==> config.mk <==
export PLATFORM = sky130hd
export DESIGN_NAME = pixel_src
export DESIGN_NICKNAME = d
export VERILOG_FILES = /design/src/rtl/pixel_src.sv
export SDC_FILE = /design/constraint.sdc
export NUM_CORES = 1
export LEC_CHECK = 0
export CORE_MARGIN = 2
export CORE_UTILIZATION = 40
export CTS_CLUSTER_SIZE = 8
export DETAILED_ROUTE_END_ITERATION = 10
export HOLD_SLACK_MARGIN = 0.15
export PLACE_DENSITY = 0.63
export SETUP_SLACK_MARGIN = 0.3
export SKIP_LAST_GASP = 1
export SYNTH_ARGS = -nofsm -noshare
export SYNTH_HDL_FRONTEND = slang
export SYNTH_SLANG_ARGS = --single-unit
==> constraint.sdc <==
create_clock -name clk -period 4 [get_ports clk]
set_input_delay 0.8 -clock clk [delete_from_list [all_inputs] [get_ports clk]]
set_output_delay 0.8 -clock clk [all_outputs]
set_load 0.01 [all_outputs]
==> src/rtl/pixel_src.sv <==
`default_nettype none
// ============================================================================
//  Module   : pixel_src
//  Purpose  : Upstream pixel responder. A host writer fills an internal FIFO;
//             the downstream master pulls pixels with snd_req and receives
//             them one cycle later qualified by snd_ack. Raster position is
//             tracked so the last pixel of each line/frame is flagged.
//  Ports    : clk, xrst (sync, active-high)
//             wr_en, wr_data, full, level          host write side
//             snd_req, snd_ack, pixel_out, eol, eof downstream pull side
//             underrun, underrun_cnt               only with PIXEL_SRC_UNDERRUN_EN
//  Options  : `define PIXEL_SRC_UNDERRUN_EN adds the underrun monitor outputs.
//  Revision : 1.0  initial release
// ============================================================================
module pixel_src #(
  parameter int DW         = 8,
  parameter int DEPTH_LOG2 = 4,
  parameter int H_PIX      = 640,
  parameter int V_LIN      = 480
) (
  input  logic                  clk,
  input  logic                  xrst,
  input  logic                  wr_en,
  input  logic [DW-1:0]         wr_data,
  output logic                  full,
  output logic [DEPTH_LOG2:0]   level,
  input  logic                  snd_req,
  output logic                  snd_ack,
  output logic [DW-1:0]         pixel_out,
  output logic                  eol,
  output logic                  eof
`ifdef PIXEL_SRC_UNDERRUN_EN
  ,
  output logic                  underrun,
  output logic [15:0]           underrun_cnt
`endif
);

  localparam int DEPTH = 1 << DEPTH_LOG2;
  localparam int LW    = DEPTH_LOG2 + 1;
  // A 1-pixel line or 1-line frame still needs a 1-bit counter to exist.
  localparam int XW    = (H_PIX > 1) ? $clog2(H_PIX) : 1;
  localparam int YW    = (V_LIN > 1) ? $clog2(V_LIN) : 1;

  localparam logic [LW-1:0]         FULL_LVL = LW'(DEPTH);
  localparam logic [LW-1:0]         LVL_ONE  = LW'(1);
  localparam logic [DEPTH_LOG2-1:0] PTR_ONE  = DEPTH_LOG2'(1);
  localparam logic [XW-1:0]         X_LAST   = XW'(H_PIX - 1);
  localparam logic [YW-1:0]         Y_LAST   = YW'(V_LIN - 1);
  localparam logic [XW-1:0]         X_ONE    = XW'(1);
  localparam logic [YW-1:0]         Y_ONE    = YW'(1);

  // --------------------------------------------------------------------------
  // FIFO storage and control
  // --------------------------------------------------------------------------
  logic [DW-1:0]         mem [DEPTH];
  logic [DEPTH_LOG2-1:0] wr_ptr;
  logic [DEPTH_LOG2-1:0] rd_ptr;
  logic                  wr_acc;
  logic                  pop;

  assign full   = (level == FULL_LVL);
  assign wr_acc = wr_en && !full;
  // Pop looks at the registered level, so a same-cycle write to an empty
  // FIFO cannot fall through.
  assign pop    = snd_req && (level != '0);

  // Storage needs no reset: pointers and level define what is valid.
  always_ff @(posedge clk) begin
    if (wr_acc) mem[wr_ptr] <= wr_data;
  end

  always_ff @(posedge clk) begin
    if (xrst) begin
      wr_ptr <= '0;
      rd_ptr <= '0;
      level  <= '0;
    end else begin
      if (wr_acc) wr_ptr <= wr_ptr + PTR_ONE;
      if (pop)    rd_ptr <= rd_ptr + PTR_ONE;
      case ({wr_acc, pop})
        2'b10:   level <= level + LVL_ONE;
        2'b01:   level <= level - LVL_ONE;
        default: level <= level;
      endcase
    end
  end

  // --------------------------------------------------------------------------
  // Raster tracking: the state is decoded from the position counters, which
  // form the state register.
  // --------------------------------------------------------------------------
  typedef enum logic [1:0] {
    ACTIVE    = 2'd0,
    LINE_END  = 2'd1,
    FRAME_END = 2'd2
  } raster_t;

  raster_t       pos_state;
  logic [XW-1:0] x_cnt, x_nxt;
  logic [YW-1:0] y_cnt, y_nxt;
  logic          eol_nxt, eof_nxt;

  always_comb begin
    pos_state = ACTIVE;
    if (x_cnt == X_LAST) begin
      pos_state = (y_cnt == Y_LAST) ? FRAME_END : LINE_END;
    end
  end

  always_comb begin
    x_nxt   = x_cnt;
    y_nxt   = y_cnt;
    eol_nxt = 1'b0;
    eof_nxt = 1'b0;
    if (pop) begin
      case (pos_state)
        ACTIVE: x_nxt = x_cnt + X_ONE;
        LINE_END: begin
          x_nxt   = '0;
          y_nxt   = y_cnt + Y_ONE;
          eol_nxt = 1'b1;
        end
        FRAME_END: begin
          x_nxt   = '0;
          y_nxt   = '0;
          eol_nxt = 1'b1;
          eof_nxt = 1'b1;
        end
        default: ;
      endcase
    end
  end

  always_ff @(posedge clk) begin
    if (xrst) begin
      x_cnt     <= '0;
      y_cnt     <= '0;
      snd_ack   <= 1'b0;
      pixel_out <= '0;
      eol       <= 1'b0;
      eof       <= 1'b0;
    end else begin
      x_cnt   <= x_nxt;
      y_cnt   <= y_nxt;
      snd_ack <= pop;
      eol     <= eol_nxt;
      eof     <= eof_nxt;
      if (pop) pixel_out <= mem[rd_ptr];
    end
  end

`ifdef PIXEL_SRC_UNDERRUN_EN
  // --------------------------------------------------------------------------
  // Underrun monitor: request against an empty FIFO.
  // --------------------------------------------------------------------------
  logic under_evt;
  assign under_evt = snd_req && (level == '0);

  always_ff @(posedge clk) begin
    if (xrst) begin
      underrun     <= 1'b0;
      underrun_cnt <= '0;
    end else if (under_evt) begin
      underrun <= 1'b1;
      if (underrun_cnt != 16'hFFFF) underrun_cnt <= underrun_cnt + 16'd1;
    end
  end
`endif

endmodule
`default_nettype wire

==> results of run 1 <==
==> path summary, 6_finish.rpt <==
path	from	endpoint
setup / recovery	level[1]	level[4]
hold reg to reg	y_cnt[1]	y_cnt[1]
hold / removal	y_cnt[1]	y_cnt[1]
setup reg to reg	level[1]	level[4]
==> registers in the layout, summed over array words and instances, names as in the netlist <==
signal     flops
wr_ptr         4
pixel_out      8
mem          128
snd_ack        1
level          5
y_cnt          9
eol            1
x_cnt         10
rd_ptr         4
eof            1
==> layout by cell type, fill, tap and decap left out, types with 4 or more instances in the layout <==
cell type        count
a21oi_1             18
and3_1               5
buf_4                8
clkbuf_16           17
clkdlybuf4s50_1     28
dfxtp_1             42
edfxtp_1           128
ha_1                11
inv_1                6
mux2i_1             67
nand2_1             17
nand3_1              7
nand3b_1             5
nand4_1              4
nor2_1              37
nor3_1              14
nor4_1              12
o21ai_0             11
o22ai_1             33
or3_1                4
xnor2_1              9
xor2_1              11
==> through the flow <==
step                std cells   util  area (sq um)
detailed placement        737  0.434          7490
finish                    769  0.469          8090
global route              769  0.469          8090
CTS                       769  0.469          8090
floorplan                 504      -          7020
global placement          737  0.434          7490
==> cell families after synthesis <==
| logic type | synth area share |
|---|---|
| multiplexers | 0.0955 |
| XOR/XNOR | 0.0249 |
| flip-flops | 0.670 |
| adder cells (fa/ha/maj) | 0.0196 |
| buffers and inverters | 0.0265 |
| AO/OA/AOI/OAI | 0.0690 |
| AND/OR/NAND/NOR | 0.0944 |
==> power by group through the flow <==
stage	Combinational [uW]	Sequential, uW	Clock [uW]
floorplan	577	2160	0
global placement	827	2190	0
detailed placement	850	2190	0
CTS	858	2160	1680
global route	938	2170	1760
finish	854	2150	1670
==> worst reg2reg max path: stages, from the launching register on <==
cell and delay [ns]:
dfxtp_1 0.41, or4_4 0.55, o21ai_2 0.48, inv_2 0.07, ha_1 0.29, xor2_1 0.17
ha_1 0.24, a211o_1 0.29, a211o_1 0.30, a31oi_1 0.17, xnor2_1 0.14, nor2_1 0.05
==> routing by layer <==
layer  track usage  vias to the layer above
li1              -                     1985
met1         0.210                     2086
met2         0.269                       82
met3        0.0441                       17
met4        0.0544                        0
met5             0                        -
==> area by class of cell <==
class                      instances  area (sq um)  share of cell area
sequential                       171          4710               0.582
multi-input combinational        298          2130               0.263
inverter                           7          26.3             0.00325
clock buffer                      19           433              0.0535
clock inverter                    13           166              0.0206
tap                              225           282              0.0348
timing repair buffer              36           340              0.0421
==> metrics, run 1 <==
status=completed; CP arrival=3.58 ns; Die Ht=136 um; Setup crit end kind=register; post-route clock period utilization=0.817; Hold Crit Depth=2; Max-slew headroom=0.216; kind of critical path=register to register; max cap viols=0; row count=48; port bufs=28; Worst-Skew Late Latency=0.44 ns; Clk network pwr share=0.357; final hold violation count=0; met3 WL=743 um; Antenna Cells=0; starting density of the core=0.407; DR DRC count=0; TritonCTS buffer count=17; Worst Path Buf+Inv=1; NetSw=1290 uW; most frequent cells after synthesis=edfxtp_1 (128), mux2i_1 (67), dfxtp_1 (43); #FFs+latches synth=171; die width=136 um; Main synth FF type=edfxtp_1; Yosys warning count=0; Finish-stage setup viols=0; routed vias/inst=5.42; drt initial violations=306; total power=4670 uW; Net Count, Synth=527; via count=4170; die area=18600 sq um; Post-CTS Setup Bufs=0; layout cells sized above 1=0.0882; FMAX=306 MHz; Leak Pwr=0.00257 uW; CTS resizes=0; Reg clk slew, reported paths=0.06 ns; total iterations of the first detailed-routing run=4; clock sinks=171; average wire per standard cell=18.8 um; cells on worst reg2reg path=11; Seq/Total Area, Yosys=0.670; Slew Limit Fails=0; most frequent cell after synthesis=edfxtp_1; clock skew=0.0149 ns; Worst Max-Slew Pin Slew=1.18 ns; area grow syn2layout=15.2%; TNS Setup=0 ns; worst hold slack=0.477 ns; CP delay by family, top=compound AO/OA/AOI/OAI gates; RSZ-0062 raised after global routing=no; syn avg cell area=13.9 sq um; synthesized netlist cell count=504; met1 WL=6180 um; worst vdd ir=0.000346 V; met2 wire len=7300 um; vias in the first global route=3954; cell taking the most area after synthesis=edfxtp_1; TritonCTS clock tree=yes; worst hold path type=register to register; Tot GR Track Use=0.164; total gr overflow=0; I/O pin cnt=29; Detailed Place HPWL=9350 um; library cells used by synthesis=50; Layout fillers=1466; min cycle time layout=3.27 ns; Internal=3390 uW; Gate power share=0.183; Place WS=0.552 ns; area of the core=17200 sq um; CP Launch Type=register; Pwr per Cell Area=578 nW/um^2; initial antenna violation count=0; CTS root buffer=clkbuf_16; ys async rst share=0; slowest stage delay, CP=0.54 ns; Worst Path Max Fanout=11; clk buf depth=2; Synth top area share=0.547; first-pass GRT wire length=22300 um; Flop pwr share=0.461; Post-CTS Hold Buffers=0; H-tree levels=4; RD Place Congestion=0.847; uppermost layer routed=met4; Net Sw Frac=0.275; largest net degree at the start of global routing=67; Synth area leaders=edfxtp_1 (55%), dfxtp_1 (12%), mux2i_1 (9.6%); antenna viol nets, final=0; nets=554; Final WS setup=0.733 ns; critical path, cell by cell=or4_4 -> o21ai_2 -> inv_2 -> ha_1 -> xor2_1 -> ha_1 -> a211o_1 -> a211o_1 -> a31oi_1 -> xnor2_1 -> nor2_1; Critical Path Stages=11; Worst Path Required=4.31 ns; Netlist Area Pre-Place=7020 sq um; FF-to-FF setup slack=0.73 ns; Post-synth EDFFs=128; slowest CP cell=or4_4; final WL=14500 um
Power figures use the tool's default switching activity.
==> run 2: changes to the inputs <==
--- a/config.mk
+++ b/config.mk
@@ -10,7 +10,7 @@
 export CTS_CLUSTER_SIZE = 8
 export DETAILED_ROUTE_END_ITERATION = 10
 export HOLD_SLACK_MARGIN = 0.15
-export PLACE_DENSITY = 0.63
+export PLACE_DENSITY = 0.66
 export SETUP_SLACK_MARGIN = 0.3
 export SKIP_LAST_GASP = 1
 export SYNTH_ARGS = -nofsm -noshare
==> constraint.sdc (replaced) <==
create_clock -name clk -period 2.7 [get_ports clk]
set_input_delay 0.54 -clock clk [delete_from_list [all_inputs] [get_ports clk]]
set_output_delay 0.54 -clock clk [all_outputs]
set_load 0.01 [all_outputs]
==> metrics, run 2 (same netlist as run 1, synthesis figures left out) <==
status=completed; vias in the first global route=4254; Detailed Place HPWL=9550 um; FMAX=403 MHz; Tot GR Track Use=0.164; Finished Cell Area=8370 sq um; Post-CTS Hold Buffers=0; Gate power share=0.224; TritonCTS clock tree=yes; Leak Pwr=0.00273 uW; Reg clk slew, reported paths=0.06 ns; max cap viols=0; area grow syn2layout=19.2%; Largest register FFs=128; CP arrival=2.78 ns; Worst-Skew Late Latency=0.42 ns; total gr overflow=0; R2R Path End=level[4]; nets=583; Finish-stage setup viols=0; post-route clock period utilization=0.919; area of the multi-input gates=2210 sq um; antenna viol nets, final=0; initial antenna violation count=0; worst hold path type=register to register; row count=48; Die Ht=136 um; final WL=14600 um; FF-to-FF setup slack=0.22 ns; I/O pin cnt=29; TritonCTS buffer count=17; Worst Path Max Fanout=2; Clk network pwr share=0.330; largest net degree at the start of global routing=35; most frequent cells in the layout=edfxtp_1 (128), mux2i_1 (67), dfxtp_1 (40), nor2_1 (37), buf_4 (36); Setup crit end kind=register; Worst Path Required=3.00 ns; clock sinks=171; kind of critical path=register to register; clk buf depth=2; worst r2r src=level[0]; commonest non-fill, non-tap cell in the layout=edfxtp_1; Internal=5030 uW; Slew Limit Fails=0; CP startpoint=level[0]; area of the core=17200 sq um; average wire per standard cell=18.3 um; cells on worst reg2reg path=11; Net Sw Frac=0.285; via count=4222; port bufs=28; Biggest register=mem; first-pass GRT wire length=22600 um; CTS root buffer=clkbuf_16; dpl cells=763; die area=18600 sq um; die width=136 um; RSZ-0062 raised after global routing=yes; routed vias/inst=5.29; Pwr per Cell Area=840 nW/um^2; drt initial violations=276; Antenna Cells=0; register area=4710 sq um; H-tree levels=4; layout cells sized above 1=0.162; Placed Area=7710 sq um; crit path capture=level[4]; clock skew=0.00973 ns; CP Launch Type=register; total iterations of the first detailed-routing run=4; fin cells=798; final hold violation count=0; Layout Utilization=0.486; worst hold slack=0.478 ns; Largest regs=mem (128), x_cnt (10), y_cnt (9); Worst Max-Slew Pin Slew=0.676 ns; NetSw=2000 uW; Layout fillers=1460; RD Place Congestion=0.842; worst vdd ir=0.000520 V; Max-slew headroom=0.548; Flop pwr share=0.446; min cycle time layout=2.48 ns; TNS Setup=0 ns; starting density of the core=0.407; DR DRC count=0
run 2: cell types whose count changed in the layout (fill, tap and decap cells not counted), moves of 2 or more:
cell	previous run	this run
bufinv_16	3	1
clkinvlp_4	1	3
clkinv_2	0	2
dfxtp_1	42	40
dfxtp_2	0	2
buf_4	8	36
ha_1	11	8
clkinv_1	3	0
a21oi_2	0	2
a21oi_1	18	16
inv_6	1	4
clkbuf_1	2	0
ha_4	0	2
run 2: through the flow:
step	setup slack [ns]	total power (uW)
after CTS	0.201	6980
after detailed placement	-0.108	4640
after global placement	-0.0520	4580
after floorplan	-0.288	4090
final	0.217	7040
after global routing	0.120	7340
run 2: timing repair:
action	CTS	global route
cloned	0	0
endpoints found under the hold margin	0	0
pin swaps	3	2
setup endpoints to repair	3	4
setup buffers	1	2
resized for setup	1	9
run 2: worst min path at each step:
stage                  start  endpoint  slack [ns]  depth (start not counted)
global route        x_cnt[9]  x_cnt[9]        0.51                          1
finish              x_cnt[9]  x_cnt[9]        0.48                          1
CTS                 x_cnt[9]  x_cnt[9]        0.47                          1
global placement    y_cnt[8]  y_cnt[8]        0.46                          2
detailed placement  x_cnt[9]  x_cnt[9]        0.46                          1
floorplan           x_cnt[9]  x_cnt[9]        0.44                          1
run 2: layer usage:
metal,track usage,vias up,share of wire
met3,0.0378,16,0.035
met2,0.280,76,0.51
met4,0.0613,0,0.017
li1,-,2030,-
met1,0.204,2100,0.44
met5,0,-,0
run 2: cell type report:
cell class	count	area share
timing repair buffer	65	0.0685
inverter	7	0.00314
sequential	171	0.563
clock inverter	14	0.0161
tap	225	0.0336
multi-input combinational	298	0.263
clock buffer	18	0.0525
run 2: critical path, stage by stage (launching register included):
cell and delay, ns:
dfxtp_1 0.31, or4_4 0.55, o21ai_4 0.15, inv_2 0.07
ha_4 0.16, xor2_2 0.14, ha_2 0.18, a211o_1 0.22
a211o_1 0.26, a31oi_2 0.14, xnor2_1 0.13, nor2_1 0.05
run 2: power groups by stage:
stage	combinational [uW]	clock, uW	sequential [uW]
after floorplan	887	0	3210
after global placement	1400	0	3170
after detailed placement	1450	0	3190
after CTS	1490	2360	3140
after global routing	1710	2470	3160
final	1570	2320	3140
==> run 3: changes to the inputs <==
--- a/config.mk
+++ b/config.mk
@@ -5,14 +5,16 @@
 export SDC_FILE = /design/constraint.sdc
 export NUM_CORES = 1
 export LEC_CHECK = 0
+export ABC_CLOCK_PERIOD_IN_PS = 2700
 export CORE_MARGIN = 2
 export CORE_UTILIZATION = 40
 export CTS_CLUSTER_SIZE = 8
 export DETAILED_ROUTE_END_ITERATION = 10
 export HOLD_SLACK_MARGIN = 0.15
 export PLACE_DENSITY = 0.66
-export SETUP_SLACK_MARGIN = 0.3
+export SETUP_SLACK_MARGIN = 0.5
 export SKIP_LAST_GASP = 1
+export SLEW_MARGIN = 20
 export SYNTH_ARGS = -nofsm -noshare
 export SYNTH_HDL_FRONTEND = slang
 export SYNTH_SLANG_ARGS = --single-unit
==> metrics, run 3 (same netlist as run 1, synthesis figures left out) <==
Largest register FFs=128; routed vias/inst=5.37; FMAX=401 MHz; RSZ-0062 raised after global routing=yes; TritonCTS buffer count=17; Leak Pwr=0.00272 uW; final WL=14500 um; CTS root buffer=clkbuf_16; layout cells sized above 1=0.161; FF-to-FF setup slack=0.21 ns; Worst Path Max Fanout=2; Layout Utilization=0.485; CP arrival=2.81 ns; Worst-Skew Late Latency=0.42 ns; Finish-stage setup viols=0; drt initial violations=241; average wire per standard cell=18.3 um; Worst Max-Slew Pin Slew=0.699 ns; clock sinks=171; worst hold path type=register to register; worst vdd ir=0.000499 V; Gate power share=0.207; total power=7030 uW; CP Launch Type=register; Tot GR Track Use=0.165; Detailed Place HPWL=9720 um; Setup crit end kind=register; TritonCTS clock tree=yes; die area=18600 sq um; Largest regs=mem (128), x_cnt (10), y_cnt (9); worst hold slack=0.479 ns; Max-slew headroom=0.533; port bufs=28; Finished Cell Area=8360 sq um; Reg clk slew, reported paths=0.07 ns; antenna viol nets, final=0; status=completed; most frequent cells in the layout=edfxtp_1 (128), mux2i_1 (67), dfxtp_1 (39), nor2_1 (37); Post-CTS Hold Buffers=0; Placed Area=7710 sq um; clock skew=0.0110 ns; kind of critical path=register to register; Layout fillers=1465; DR DRC count=0; clk buf depth=2; nets=580; total iterations of the first detailed-routing run=5; Hold Crit Depth=2; H-tree levels=4; R2R Path End=level[4]; die width=136 um; Slew Limit Fails=0; CP startpoint=level[0]; area of the core=17200 sq um; total gr overflow=0; Internal=5000 uW; first-pass GRT wire length=22800 um; Antenna Cells=0; Worst Path Required=3.02 ns; post-route clock period utilization=0.923; Net Sw Frac=0.289; TNS Setup=0 ns; Die Ht=136 um; min cycle time layout=2.49 ns; largest net degree at the start of global routing=37; vias in the first global route=4278; final hold violation count=0; crit path capture=level[4]; max cap viols=0; row count=48; Clk network pwr share=0.344; Flop pwr share=0.448; cells on worst reg2reg path=11; commonest non-fill, non-tap cell in the layout=edfxtp_1; Biggest register=mem; I/O pin cnt=29; via count=4268; initial antenna violation count=0; Pwr per Cell Area=841 nW/um^2; NetSw=2030 uW; area grow syn2layout=19.0%; worst r2r src=level[0]; starting density of the core=0.407; RD Place Congestion=0.789
run 3: area by class of cell:
cell class | count | area [sq um] | area share
multi-input cells | 298 | 2190 | 0.262
clock buffers | 17 | 425 | 0.0509
inverters | 7 | 26.3 | 0.00314
repair buffers | 62 | 547 | 0.0654
well taps | 225 | 282 | 0.0337
clock inverters | 15 | 176 | 0.0211
flip-flops and latches | 171 | 4710 | 0.564
run 3: power groups by stage:
| stage | sequential (uW) | clock, uW | combinational, uW |
|---|---|---|---|
| 2_1_floorplan | 3210 | 0 | 910 |
| 3_3_place_gp | 3190 | 0 | 1380 |
| 3_5_place_dp | 3200 | 0 | 1410 |
| 4_1_cts | 3150 | 2470 | 1460 |
| 5_1_grt | 3170 | 2580 | 1590 |
| 6_report | 3150 | 2420 | 1460 |
run 3: worst min path at each step:
stage,slack (ns),start,to
after floorplan,0.44,x_cnt[9],x_cnt[9]
after global placement,0.45,x_cnt[9],x_cnt[9]
after detailed placement,0.47,x_cnt[9],x_cnt[9]
after CTS,0.48,x_cnt[9],x_cnt[9]
after global routing,0.51,x_cnt[9],x_cnt[9]
final,0.48,y_cnt[1],y_cnt[1]
run 3: critical path: stages, from the launching register on:
cell and delay, ns:
dfxtp_2 0.32, or4_4 0.53, o21ai_2 0.15, inv_2 0.07, ha_4 0.17, xor2_2 0.14
ha_2 0.18, a211o_1 0.22, a211o_1 0.25, a31oi_1 0.16, xnor2_1 0.14, nor2_1 0.05
run 3: per-stage QoR:
stage	cells	worst slack, ns
finish	795	0.207
global route	795	0.102
CTS	795	0.195
detailed placement	762	-0.152
global placement	762	-0.0481
floorplan	504	-0.288
run 3: metal layers:
layer,GRT usage,share of wire,vias to the layer above
li1,-,-,2033
met1,0.205,0.44,2133
met2,0.280,0.50,84
met3,0.0411,0.042,18
met4,0.0613,0.020,0
met5,0,0,-
run 3: repair_timing:
action / CTS / global route
resized for setup: 6 / 3
pin swaps: 4 / 0
endpoints found under the hold margin: 0 / 0
setup endpoints to repair: 4 / 5
buffers inserted: 1 / 0
